==> src/rtl/cpu_pkg.sv <==
// cpu_pkg: shared constants and types for the CPU control sequencer.
//   - Opcode values carried in IR[31:27]
//   - ALU operation codes driven on the OP bus
//   - Sequencer state encoding and instruction class encoding
//   - IR field bit positions
//   - Helpers mapping an opcode to its class and to its ALU operation
package cpu_pkg;

  // Opcodes (IR[31:27])
  localparam logic [4:0] OPC_ADD  = 5'b00011;
  localparam logic [4:0] OPC_SUB  = 5'b00100;
  localparam logic [4:0] OPC_AND  = 5'b00101;
  localparam logic [4:0] OPC_OR   = 5'b00110;
  localparam logic [4:0] OPC_MUL  = 5'b01111;
  localparam logic [4:0] OPC_DIV  = 5'b10000;
  localparam logic [4:0] OPC_NEG  = 5'b10001;
  localparam logic [4:0] OPC_NOT  = 5'b10010;
  localparam logic [4:0] OPC_NOP  = 5'b11010;
  localparam logic [4:0] OPC_HALT = 5'b11011;

  // ALU operation select values
  localparam logic [4:0] ALU_NONE = 5'b00000;
  localparam logic [4:0] ALU_ADD  = 5'b00011;
  localparam logic [4:0] ALU_SUB  = 5'b00100;
  localparam logic [4:0] ALU_AND  = 5'b00101;
  localparam logic [4:0] ALU_OR   = 5'b00110;
  localparam logic [4:0] ALU_DIV  = 5'b00111;
  localparam logic [4:0] ALU_MUL  = 5'b01000;
  localparam logic [4:0] ALU_NEG  = 5'b01001;
  localparam logic [4:0] ALU_NOT  = 5'b01010;

  // IR field bit positions
  localparam int OPC_MSB = 31;
  localparam int OPC_LSB = 27;
  localparam int RA_MSB  = 26;
  localparam int RA_LSB  = 23;
  localparam int RB_MSB  = 22;
  localparam int RB_LSB  = 19;
  localparam int RC_MSB  = 18;
  localparam int RC_LSB  = 15;

  typedef enum logic [3:0] {
    ST_IDLE = 4'd0,
    ST_T0   = 4'd1,
    ST_T1   = 4'd2,
    ST_T2   = 4'd3,
    ST_T3   = 4'd4,
    ST_T4   = 4'd5,
    ST_T5   = 4'd6,
    ST_T6   = 4'd7,
    ST_HALT = 4'd8
  } state_e;

  typedef enum logic [2:0] {
    CLS_NOP  = 3'd0,
    CLS_ALU3 = 3'd1,
    CLS_MD   = 3'd2,
    CLS_UN   = 3'd3,
    CLS_HALT = 3'd4
  } iclass_e;

  // Unknown opcodes fall into the NOP class so they retire after fetch.
  function automatic iclass_e decode_class(input logic [4:0] opc);
    iclass_e cls;
    case (opc)
      OPC_ADD, OPC_SUB, OPC_AND, OPC_OR: cls = CLS_ALU3;
      OPC_MUL, OPC_DIV:                  cls = CLS_MD;
      OPC_NEG, OPC_NOT:                  cls = CLS_UN;
      OPC_HALT:                          cls = CLS_HALT;
      default:                           cls = CLS_NOP;
    endcase
    return cls;
  endfunction

  // ALU operation for an opcode; opcode and ALU codes differ for MD/UN.
  function automatic logic [4:0] alu_op(input logic [4:0] opc);
    logic [4:0] op;
    case (opc)
      OPC_ADD: op = ALU_ADD;
      OPC_SUB: op = ALU_SUB;
      OPC_AND: op = ALU_AND;
      OPC_OR:  op = ALU_OR;
      OPC_MUL: op = ALU_MUL;
      OPC_DIV: op = ALU_DIV;
      OPC_NEG: op = ALU_NEG;
      OPC_NOT: op = ALU_NOT;
      default: op = ALU_NONE;
    endcase
    return op;
  endfunction

endpackage

==> src/rtl/reg_select_decode.sv <==
// reg_select_decode: 4-bit register number to one-hot select.
//   en_i      in  1          drive a select this cycle
//   sel_i     in  4          register number
//   onehot_o  out REG_COUNT  bit n high iff en_i and sel_i == n
module reg_select_decode #(
  parameter int REG_COUNT = 16
) (
  input  logic                 en_i,
  input  logic [3:0]           sel_i,
  output logic [REG_COUNT-1:0] onehot_o
);

  // One-hot decode; numbers beyond REG_COUNT select nothing.
  always_comb begin
    onehot_o = '0;
    for (int n = 0; n < REG_COUNT; n++) begin
      if (en_i && ({28'd0, sel_i} == n)) begin
        onehot_o[n] = 1'b1;
      end else begin
        onehot_o[n] = 1'b0;
      end
    end
  end

endmodule

==> src/rtl/control_unit.sv <==
// control_unit: hardwired Moore control sequencer for the CPU datapath.
//   Clock, Clear(async active-low), Run  in   timing / start permission
//   IR[31:0]                             in   instruction from datapath
//   Rin, Rout [REG_COUNT]                out  one-hot register load/drive
//   PCout PCin MARin MDRin MDRout IRin Yin
//   ZHighin ZLowin ZHighout ZLowout HIin LOin
//   Read IncPC                           out  datapath strobes
//   OP[4:0]                              out  ALU operation (0 outside ALU step)
//   Halted                               out  high while parked in HALT
// Each instruction fetches in T0-T2 and executes in T3..T6 depending on
// its class. Outputs decode from state and IR only.
module control_unit
  import cpu_pkg::*;
#(
  parameter int REG_COUNT = 16
) (
  input  logic                 Clock,
  input  logic                 Clear,
  input  logic                 Run,
  input  logic [31:0]          IR,
  output logic [REG_COUNT-1:0] Rin,
  output logic [REG_COUNT-1:0] Rout,
  output logic                 PCout,
  output logic                 PCin,
  output logic                 MARin,
  output logic                 MDRin,
  output logic                 MDRout,
  output logic                 IRin,
  output logic                 Yin,
  output logic                 ZHighin,
  output logic                 ZLowin,
  output logic                 ZHighout,
  output logic                 ZLowout,
  output logic                 HIin,
  output logic                 LOin,
  output logic                 Read,
  output logic                 IncPC,
  output logic [4:0]           OP,
  output logic                 Halted
);

  state_e     state_q, state_d;
  iclass_e    cls_s;
  logic [4:0] opc_s;
  logic [3:0] ra_s, rb_s, rc_s;
  logic       rin_en_s, rout_en_s;
  logic [3:0] rin_sel_s, rout_sel_s;
  state_e     eoi_s;

  assign opc_s = IR[OPC_MSB:OPC_LSB];
  assign ra_s  = IR[RA_MSB:RA_LSB];
  assign rb_s  = IR[RB_MSB:RB_LSB];
  assign rc_s  = IR[RC_MSB:RC_LSB];
  assign cls_s = decode_class(opc_s);

  // Run is only consulted here, at the instruction boundary.
  assign eoi_s = Run ? ST_T0 : ST_IDLE;

  // State register; Clear forces IDLE at once, which zeroes every output.
  always_ff @(posedge Clock or negedge Clear) begin
    if (!Clear) begin
      state_q <= ST_IDLE;
    end else begin
      state_q <= state_d;
    end
  end

  // Next-state logic.
  always_comb begin
    state_d = state_q;
    case (state_q)
      ST_IDLE: state_d = Run ? ST_T0 : ST_IDLE;
      ST_T0:   state_d = ST_T1;
      ST_T1:   state_d = ST_T2;
      ST_T2: begin
        case (cls_s)
          CLS_HALT: state_d = ST_HALT;
          CLS_NOP:  state_d = eoi_s;
          default:  state_d = ST_T3;
        endcase
      end
      ST_T3:   state_d = ST_T4;
      ST_T4:   state_d = (cls_s == CLS_UN) ? eoi_s : ST_T5;
      ST_T5:   state_d = (cls_s == CLS_MD) ? ST_T6 : eoi_s;
      ST_T6:   state_d = eoi_s;
      ST_HALT: state_d = ST_HALT;
      default: state_d = ST_IDLE;
    endcase
  end

  // Moore output decode; Rin and Rout are never enabled in the same state.
  always_comb begin
    PCout      = 1'b0;
    PCin       = 1'b0;
    MARin      = 1'b0;
    MDRin      = 1'b0;
    MDRout     = 1'b0;
    IRin       = 1'b0;
    Yin        = 1'b0;
    ZHighin    = 1'b0;
    ZLowin     = 1'b0;
    ZHighout   = 1'b0;
    ZLowout    = 1'b0;
    HIin       = 1'b0;
    LOin       = 1'b0;
    Read       = 1'b0;
    IncPC      = 1'b0;
    OP         = ALU_NONE;
    Halted     = 1'b0;
    rin_en_s   = 1'b0;
    rin_sel_s  = 4'd0;
    rout_en_s  = 1'b0;
    rout_sel_s = 4'd0;
    case (state_q)
      ST_T0: begin
        PCout   = 1'b1;
        MARin   = 1'b1;
        IncPC   = 1'b1;
        ZLowin  = 1'b1;
        ZHighin = 1'b1;
      end
      ST_T1: begin
        ZLowout = 1'b1;
        PCin    = 1'b1;
        Read    = 1'b1;
        MDRin   = 1'b1;
      end
      ST_T2: begin
        MDRout = 1'b1;
        IRin   = 1'b1;
      end
      ST_T3: begin
        case (cls_s)
          CLS_ALU3: begin
            rout_en_s  = 1'b1;
            rout_sel_s = rb_s;
            Yin        = 1'b1;
          end
          CLS_MD: begin
            rout_en_s  = 1'b1;
            rout_sel_s = ra_s;
            Yin        = 1'b1;
          end
          CLS_UN: begin
            rout_en_s  = 1'b1;
            rout_sel_s = rb_s;
            OP         = alu_op(opc_s);
            ZLowin     = 1'b1;
            ZHighin    = 1'b1;
          end
          default: ;
        endcase
      end
      ST_T4: begin
        case (cls_s)
          CLS_ALU3: begin
            rout_en_s  = 1'b1;
            rout_sel_s = rc_s;
            OP         = alu_op(opc_s);
            ZLowin     = 1'b1;
            ZHighin    = 1'b1;
          end
          CLS_MD: begin
            rout_en_s  = 1'b1;
            rout_sel_s = rb_s;
            OP         = alu_op(opc_s);
            ZLowin     = 1'b1;
            ZHighin    = 1'b1;
          end
          CLS_UN: begin
            ZLowout   = 1'b1;
            rin_en_s  = 1'b1;
            rin_sel_s = ra_s;
          end
          default: ;
        endcase
      end
      ST_T5: begin
        case (cls_s)
          CLS_ALU3: begin
            ZLowout   = 1'b1;
            rin_en_s  = 1'b1;
            rin_sel_s = ra_s;
          end
          CLS_MD: begin
            ZLowout = 1'b1;
            LOin    = 1'b1;
          end
          default: ;
        endcase
      end
      ST_T6: begin
        if (cls_s == CLS_MD) begin
          ZHighout = 1'b1;
          HIin     = 1'b1;
        end else begin
          ZHighout = 1'b0;
          HIin     = 1'b0;
        end
      end
      ST_HALT: Halted = 1'b1;
      default: ;
    endcase
  end

  reg_select_decode #(.REG_COUNT(REG_COUNT)) u_rin_dec (
    .en_i     (rin_en_s),
    .sel_i    (rin_sel_s),
    .onehot_o (Rin)
  );

  reg_select_decode #(.REG_COUNT(REG_COUNT)) u_rout_dec (
    .en_i     (rout_en_s),
    .sel_i    (rout_sel_s),
    .onehot_o (Rout)
  );

endmodule

==> config.mk <==
export PLATFORM = sky130hd
export DESIGN_NAME = control_unit
export DESIGN_NICKNAME = d
export VERILOG_FILES = /design/src/rtl/cpu_pkg.sv /design/src/rtl/reg_select_decode.sv /design/src/rtl/control_unit.sv
export SDC_FILE = /design/constraint.sdc
export NUM_CORES = 1
export LEC_CHECK = 0
export BUFFER_PORTS_ARGS = -buffer_cell sky130_fd_sc_hd__buf_4
export CORE_ASPECT_RATIO = 0.75
export CORE_MARGIN = 2
export CORE_UTILIZATION = 44
export CTS_CLUSTER_SIZE = 10
export DETAILED_ROUTE_END_ITERATION = 8
export PLACE_DENSITY = 0.82
export SLEW_MARGIN = 20
export SYNTH_ARGS = -nofsm -noshare
export SYNTH_HDL_FRONTEND = slang
export SYNTH_SLANG_ARGS = --single-unit
==> constraint.sdc <==
create_clock -name Clock -period 2.7 [get_ports Clock]
set_input_delay 0.27 -clock Clock [delete_from_list [all_inputs] [get_ports Clock]]
set_output_delay 0.27 -clock Clock [all_outputs]
set_load 0.005 [all_outputs]
==> flow_metrics.env, run 1 <==
export IMPL_grt_pass1_vias=1372
export IMPL_dieArea_mm2=0.003633
export IMPL_die_h_um=52.70
export IMPL_synth_top_area_share_pct=7.194
export IMPL_crit_arrival_ns=2.36
export IMPL_fin_nets=285
export IMPL_dp_cells=276
export IMPL_synthTopCellsByCount="16 x nor3_1, 13 x nor4_1, 12 x nor2_1"
export IMPL_irDropWorstVdd_mv=0.2469
export IMPL_cts_tree="done"
export IMPL_coreArea_mm2=0.002978
export IMPL_grt_first_pass_wirelength_um=6230
export IMPL_clk_latency_ns=0.22
export IMPL_finalCritPeriodShare_pct=97.44
export IMPL_drcViolationCount=0
export IMPL_crit_fanout=8
export IMPL_top_register="state_q"
export IMPL_drive_gt1_share_pct=50.21
export IMPL_wl_um=4372
export IMPL_endpoint_kind="primary output"
export IMPL_synth_edf_count=0
export IMPL_viasPerCell=6.060
export IMPL_portBuffers=71
export IMPL_hold_class="in2reg"
export IMPL_num_io_pins=88
export IMPL_grt_use_total_pct=22.30
export IMPL_seq_area_frac_synth_pct=7.194
export IMPL_crit_type="in2out"
export IMPL_final_hold_viol_count=0
export IMPL_ant_nets=0
export IMPL_ctsLongestPathBuffers=2
export IMPL_dp_hpwl_um=3235
export IMPL_routedWlPerCell_um=15.56
export IMPL_cts_sinks=4
export IMPL_fmax_mhz=380.1
export IMPL_synth_top_cell_by_area="dfrtp_1"
export IMPL_avgSynthCellArea_um2=7.996
export IMPL_numCtsBuffers=3
export IMPL_num_rows=17
export IMPL_fin_worst_skew_ns=0.002895
export IMPL_overflow=0
export IMPL_status="finished clean"
export IMPL_maxCapViolCount=0
export IMPL_yosys_cell_count_top_type="nor3_1"
export IMPL_cts_root_buffer="clkbuf_8"
export IMPL_r2r_slack_ns=0.95
export IMPL_synth_distinct_cells=60
export IMPL_vias=1703
export IMPL_initial_core_util_pct=46.72
export IMPL_setup_viol=0
export IMPL_synth_ff_type="dfrtp_1"
export IMPL_cp_required_ns=2.43
export IMPL_htreeDepth=1
export IMPL_layout_min_cycle_time_ns=2.631
export IMPL_drt_iter0_drc=126
export IMPL_path_clk_slew_ns=0.03
export IMPL_instances_no_fill=281
export IMPL_area_delta_synth_final_pct=50.45
export IMPL_grt_max_degree=18
export IMPL_synthCells=174
export IMPL_gp_congestion=0.8796
export IMPL_powerDensity_mw_per_mm2=429.5
export IMPL_async_flop_share_pct=100.0
export IMPL_yosys_warnings=0
export IMPL_ys_seq_elements=4
export IMPL_syn_area_mm2=0.001391
export IMPL_fin_setup_tns_ns=0
export IMPL_top_regs="state_q (4)"
export IMPL_p_leak_uw=0.0008855
export IMPL_antenna_found_initial=0
export IMPL_n_antenna_cell=0
export IMPL_slew_headroom_pct=53.04
export IMPL_largest_reg_flops=4
export IMPL_firstDrtPassIters=4
export IMPL_synth_fp_nets=214
export IMPL_worst_slew_pin_slew_ns=0.7044
export IMPL_synth_area_leaders="dfrtp_1 7.2%, nor4_1 5.8%, nor3_1 5.8%"
export IMPL_start_kind="primary input"
export IMPL_slew_viol_final=0
export IMPL_die_w_um=68.93
[metrics by stage]
stage	instance area, um2	hold WS, ns	utilization (%)	setup WS, ns	power (uW)
after floorplan	1391	-0.02559	-	0.2842	535.6
after detailed placement	1929	0.06807	64.79	-0.1797	724.5
after CTS	1986	0.2764	66.68	0.02695	864.6
after global routing	2093	0.2915	70.29	-0.003452	965.7
after global placement	1929	0.06576	64.79	-0.1255	715.0
final	2093	0.2773	70.29	0.06916	899.0
[cell usage in the layout, fill, tap and decap left out, drive strengths merged, types with 4 or more instances in the layout]
master	count
a22oi	4
nor2	12
ha	5
nor2b	4
inv	7
nor4	17
nand2	9
and2	4
nor3	17
a21oi	5
a32oi	4
nand2b	6
dfrtp	4
buf	84
nor4b	5
[power by group]
part | switching [uW] | total [uW] | internal (uW) | leakage (uW)
registers | 52.4 | 137 | 84.8 | 0.0000503
clock network | 32.2 | 127 | 95.1 | 0.0000216
logic | 325 | 634 | 310 | 0.000814
[path summary, 6_finish.rpt]
check,from,endpoint,cells past startpoint
hold / removal,Run,state_q[0],2
min in group asynchronous,Clear,state_q[1],2
hold reg to reg,state_q[3],state_q[1],2
max in group asynchronous,Clear,state_q[2],2
setup / recovery,IR[28],Rout[4],9
setup reg to reg,state_q[1],state_q[0],6
[timing repair]
item | 4_1_cts | 5_1_grt
buffers inserted | 0 | 1
hold buffers | 1 | 0
gates resized for setup | 1 | 12
pin swaps | 0 | 7
endpoints found under the setup margin | 17 | 16
endpoints found under the hold margin | 4 | 0
[metal layers]
layer  track usage, %  routed length [um]
met3           0.8602                 251
met1            32.02                1948
met4            7.516                  59
met2            35.26                2113
met5                0                   0
[layout make-up]
cell class,instances,area (um2)
timing repair buffer,85,665.6
inverter,7,26.28
fill,253,884.6
clock buffer,3,41.29
sequential,4,101.3
tap,38,47.55
multi-input combinational,144,1211
[critical path: stages]
cell and delay [ns]:
buf_4 0.13, inv_1 0.12, ha_4 0.23, and4b_1 0.23
o311a_4 0.41, a32oi_4 0.27, o211ai_4 0.20, nor4_2 0.34
buf_4 0.17
[logic make-up after synthesis]
group / synth area share (%)
multiplexers: 0.8093
adder cells (fa/ha/maj): 4.496
other: 0.2695
XOR/XNOR: 1.259
AO/OA/AOI/OAI: 29.50
buffers and inverters: 12.32
AND/OR/NAND/NOR: 44.16
flip-flops: 7.195
Note: power is estimated with default switching activity, not from simulation.
==> run 2: changes to the inputs <==
==> constraint.sdc (replaced) <==
create_clock -name Clock -period 2.7 [get_ports Clock]
set_input_delay 0.54 -clock Clock [delete_from_list [all_inputs] [get_ports Clock]]
set_output_delay 0.54 -clock Clock [all_outputs]
set_load 0.005 [all_outputs]
==> run 2 against run 1 <==
Effect of this change:
- the run now fails in 5_1_grt
- synthesized cell count did not move
- synthesized area is the same
==> flow_metrics.env, run 2 <==
export IMPL_synthCells=174
export IMPL_syn_area_mm2=0.001391
export IMPL_cts_root_buffer="clkbuf_8"
export IMPL_portBuffers=71
export IMPL_muxShareOfSynthArea_pct=0.8094
export IMPL_synth_distinct_cells=60
export IMPL_tool_error="[ERROR DPL-0038] Utilization greater than 100%, impossible to legalize"
export IMPL_synth_xor_area_share_pct=1.259
export IMPL_initial_core_util_pct=46.72
export IMPL_synth_area_leaders="dfrtp_1 7.2%, nor4_1 5.8%, nor3_1 5.8%"
export IMPL_dp_hpwl_um=3634
export IMPL_gp_congestion=0.8936
export IMPL_ys_seq_elements=4
export IMPL_num_io_pins=88
export IMPL_hold_buffers=0
export IMPL_haltStage="5_1_grt"
export IMPL_seq_area_frac_synth_pct=7.194
export IMPL_synth_compound_gate_area_share_pct=29.50
export IMPL_synth_top_family_by_area="simple AND/OR/NAND/NOR gates"
export IMPL_synthTopCellsByCount="16 x nor3_1, 13 x nor4_1, 12 x nor2_1"
export IMPL_die_w_um=68.93
export IMPL_synthSimpleGateAreaFrac_pct=44.15
export IMPL_placed_area_mm2=0.002231
export IMPL_synth_top_cell_by_area="dfrtp_1"
export IMPL_die_h_um=52.70
export IMPL_async_flop_share_pct=100.0
export IMPL_worstEndpointGrtRepair="Rout[11]"
export IMPL_synth_top_area_share_pct=7.194
export IMPL_synth_edf_count=0
export IMPL_worstEpCategory="primary output"
export IMPL_yosys_cell_count_top_type="nor3_1"
export IMPL_synth_fp_nets=214
export IMPL_ctsLongestPathBuffers=2
export IMPL_synth_fa_ha_area_share_pct=4.496
export IMPL_num_rows=17
export IMPL_status="did not finish"
export IMPL_cts_sinks=4
export IMPL_avgSynthCellArea_um2=7.996
export IMPL_grt_max_degree=13
export IMPL_synth_ff_type="dfrtp_1"
export IMPL_yosys_warnings=0
export IMPL_numCtsBuffers=3
export IMPL_htreeDepth=1
[run 2: cell counts after synthesis]
No cell type changed its count.
[run 2: what timing repair did]
action                     CTS
setup buffers                9
pin swaps                   18
gates resized for setup     45
gates cloned                 1
setup endpoints to repair   41
[run 2: per-stage QoR]
step           utilization [%]  setup TNS (ns)  setup WS (ns)  hold WS, ns  std cells
4_1_cts                  88.82          -7.002        -0.3547       0.1085        318
3_5_place_dp             74.92          -9.061        -0.4788       0.3387        305
3_3_place_gp             74.92          -7.223        -0.3955       0.3346        305
2_1_floorplan                -        -0.09042       -0.01658       0.2444        174
[run 2: cells by family after synthesis]
kind of cell	count (synthesis)
adders and majority gates	5
other	1
xor gates and xnor gates	2
muxes	1
buffers and inverters	26
and+or+nand+nor	92
AOI/OAI and AO/OA	43
DFF	4
==> run 3: changes to the inputs <==
CORE_ASPECT_RATIO = not set   (was 0.75)
CORE_UTILIZATION = 35   (was 44)
CTS_CLUSTER_SIZE = not set   (was 10)
PLACE_DENSITY = not set   (was 0.82)
PLACE_DENSITY_LB_ADDON = 0.15   (was not set)
==> run 3 against run 2 <==
Effect of this change:
- the flow now finishes, with violations (negative setup slack)
==> flow_metrics.env, run 3 (same netlist as run 1, synthesis figures left out) <==
export IMPL_status="finished, violations left"
export IMPL_violations="negative setup slack"
export IMPL_setup_viol=22
export IMPL_num_rows=22
export IMPL_portBuffers=71
export IMPL_coreArea_mm2=0.003744
export IMPL_initial_core_util_pct=37.17
export IMPL_final_cell_mix="112 x buf_4, 16 x nor3_1, 11 x nor2_1"
export IMPL_num_io_pins=88
export IMPL_cts_sinks=4
export IMPL_seq_area_um2=100.1
export IMPL_path_clk_slew_ns=0.03
export IMPL_cts_root_buffer="clkbuf_8"
export IMPL_routedWlPerCell_um=16.87
export IMPL_dp_cells=318
export IMPL_gp_congestion=0.8297
export IMPL_rsz0062_at_grt="true"
export IMPL_area_delta_synth_final_pct=97.93
export IMPL_powerDensity_mw_per_mm2=378.7
export IMPL_hold_class="in2async"
export IMPL_fin_nets=326
export IMPL_dp_hpwl_um=3730
export IMPL_drive_gt1_share_pct=64.44
export IMPL_grt_use_total_pct=21.00
export IMPL_crit_type="in2out"
export IMPL_firstDrtPassIters=4
export IMPL_crit_fanout=4
export IMPL_drt_iter0_drc=76
export IMPL_dieArea_mm2=0.004496
export IMPL_viasPerCell=5.536
export IMPL_irDropWorstVdd_mv=0.2387
export IMPL_wl_um=5602
export IMPL_worst_slew_pin_slew_ns=0.5599
export IMPL_p_leak_uw=0.001227
export IMPL_drcViolationCount=0
export IMPL_whs_ns=0.1098
export IMPL_n_antenna_cell=0
export IMPL_cp_required_ns=2.16
export IMPL_crit_arrival_ns=2.54
export IMPL_endpoint_kind="primary output"
export IMPL_layout_min_cycle_time_ns=3.080
export IMPL_slew_viol_final=0
export IMPL_die_h_um=67.05
export IMPL_final_hold_viol_count=0
export IMPL_grt_first_pass_wirelength_um=7445
export IMPL_fmax_mhz=324.7
export IMPL_hold_buffers=0
export IMPL_maxCapViolCount=0
export IMPL_final_common_cell="buf_4"
export IMPL_antenna_found_initial=0
export IMPL_htreeDepth=1
export IMPL_fin_setup_tns_ns=-5.862
export IMPL_start_kind="primary input"
export IMPL_vias=1838
export IMPL_numCtsBuffers=3
export IMPL_clk_latency_ns=0.22
export IMPL_die_w_um=67.05
export IMPL_overflow=0
export IMPL_grt_max_degree=18
export IMPL_fill_cells=279
export IMPL_multiInputGateArea_mm2=0.001463
export IMPL_grt_pass1_vias=1579
export IMPL_p_total_uw=1043
export IMPL_ant_nets=0
export IMPL_finalCritPeriodShare_pct=114.1
export IMPL_fin_ws_ns=-0.3801
export IMPL_top_register="state_q"
export IMPL_instances_no_fill=332
export IMPL_fin_worst_skew_ns=0.005762
export IMPL_cts_tree="done"
export IMPL_largest_reg_flops=4
export IMPL_ctsLongestPathBuffers=2
export IMPL_slew_headroom_pct=62.38
export IMPL_top_regs="state_q (4)"
run 3: what timing repair did:
item,4_1_cts,5_1_grt
setup buffers,4,7
endpoints found under the setup margin,38,38
resized for setup,24,36
pin swaps,18,22
run 3: where the power goes:
part / internal [uW] / switching, uW / total [uW] / leakage [uW]
clock: 94.9 / 29.4 / 124 / 0.0000216
sequential: 83.6 / 35.3 / 119 / 0.0000519
combinational: 399 / 400 / 800 / 0.00115
total: 578 / 465 / 1040 / 0.00123
run 3: final timing paths:
path / start / endpoint / slack, ns / cells past startpoint
setup / recovery: IR[27] / Rout[1] / -0.38 / 11
hold / removal: Clear / state_q[2] / 0.11 / 1
setup reg to reg: state_q[1] / state_q[0] / 0.90 / 6
hold reg to reg: state_q[3] / state_q[1] / 0.66 / 2
max in group asynchronous: Clear / state_q[3] / 2.49 / 1
min in group Clock: Run / state_q[0] / 0.54 / 2
run 3: critical path: stages:
cell	delay, ns
buf_12	0.11
inv_6	0.05
ha_4	0.20
buf_4	0.15
xnor2_1	0.22
a221o_1	0.22
a22o_1	0.25
o211ai_4	0.13
buf_4	0.18
nor4_4	0.30
buf_4	0.18
run 3: final cells by class:
type                       instances  share of cell area, %
inverter                           7                  1.590
multi-input combinational        144                  53.11
tap                               48                  2.181
sequential                         4                  3.635
clock buffer                       3                  1.499
timing repair buffer             126                  37.98
run 3: metal layers:
layer	GRT usage, %	part of all wire (%)	vias up
met2	36.76	50	59
met4	3.061	4.2	0
met5	0	0	-
li1	-	-	897
met3	2.027	4.6	16
met1	28.10	42	866
run 3: per-stage QoR:
step           instance area (um2)  setup WS [ns]  util [%]
2_1_floorplan                 1463       -0.01658         -
3_3_place_gp                  2266        -0.3906     60.53
3_5_place_dp                  2266        -0.4156     60.53
4_1_cts                       2470        -0.3053     65.98
5_1_grt                       2754        -0.4404     73.56
6_report                      2754        -0.3801     73.56
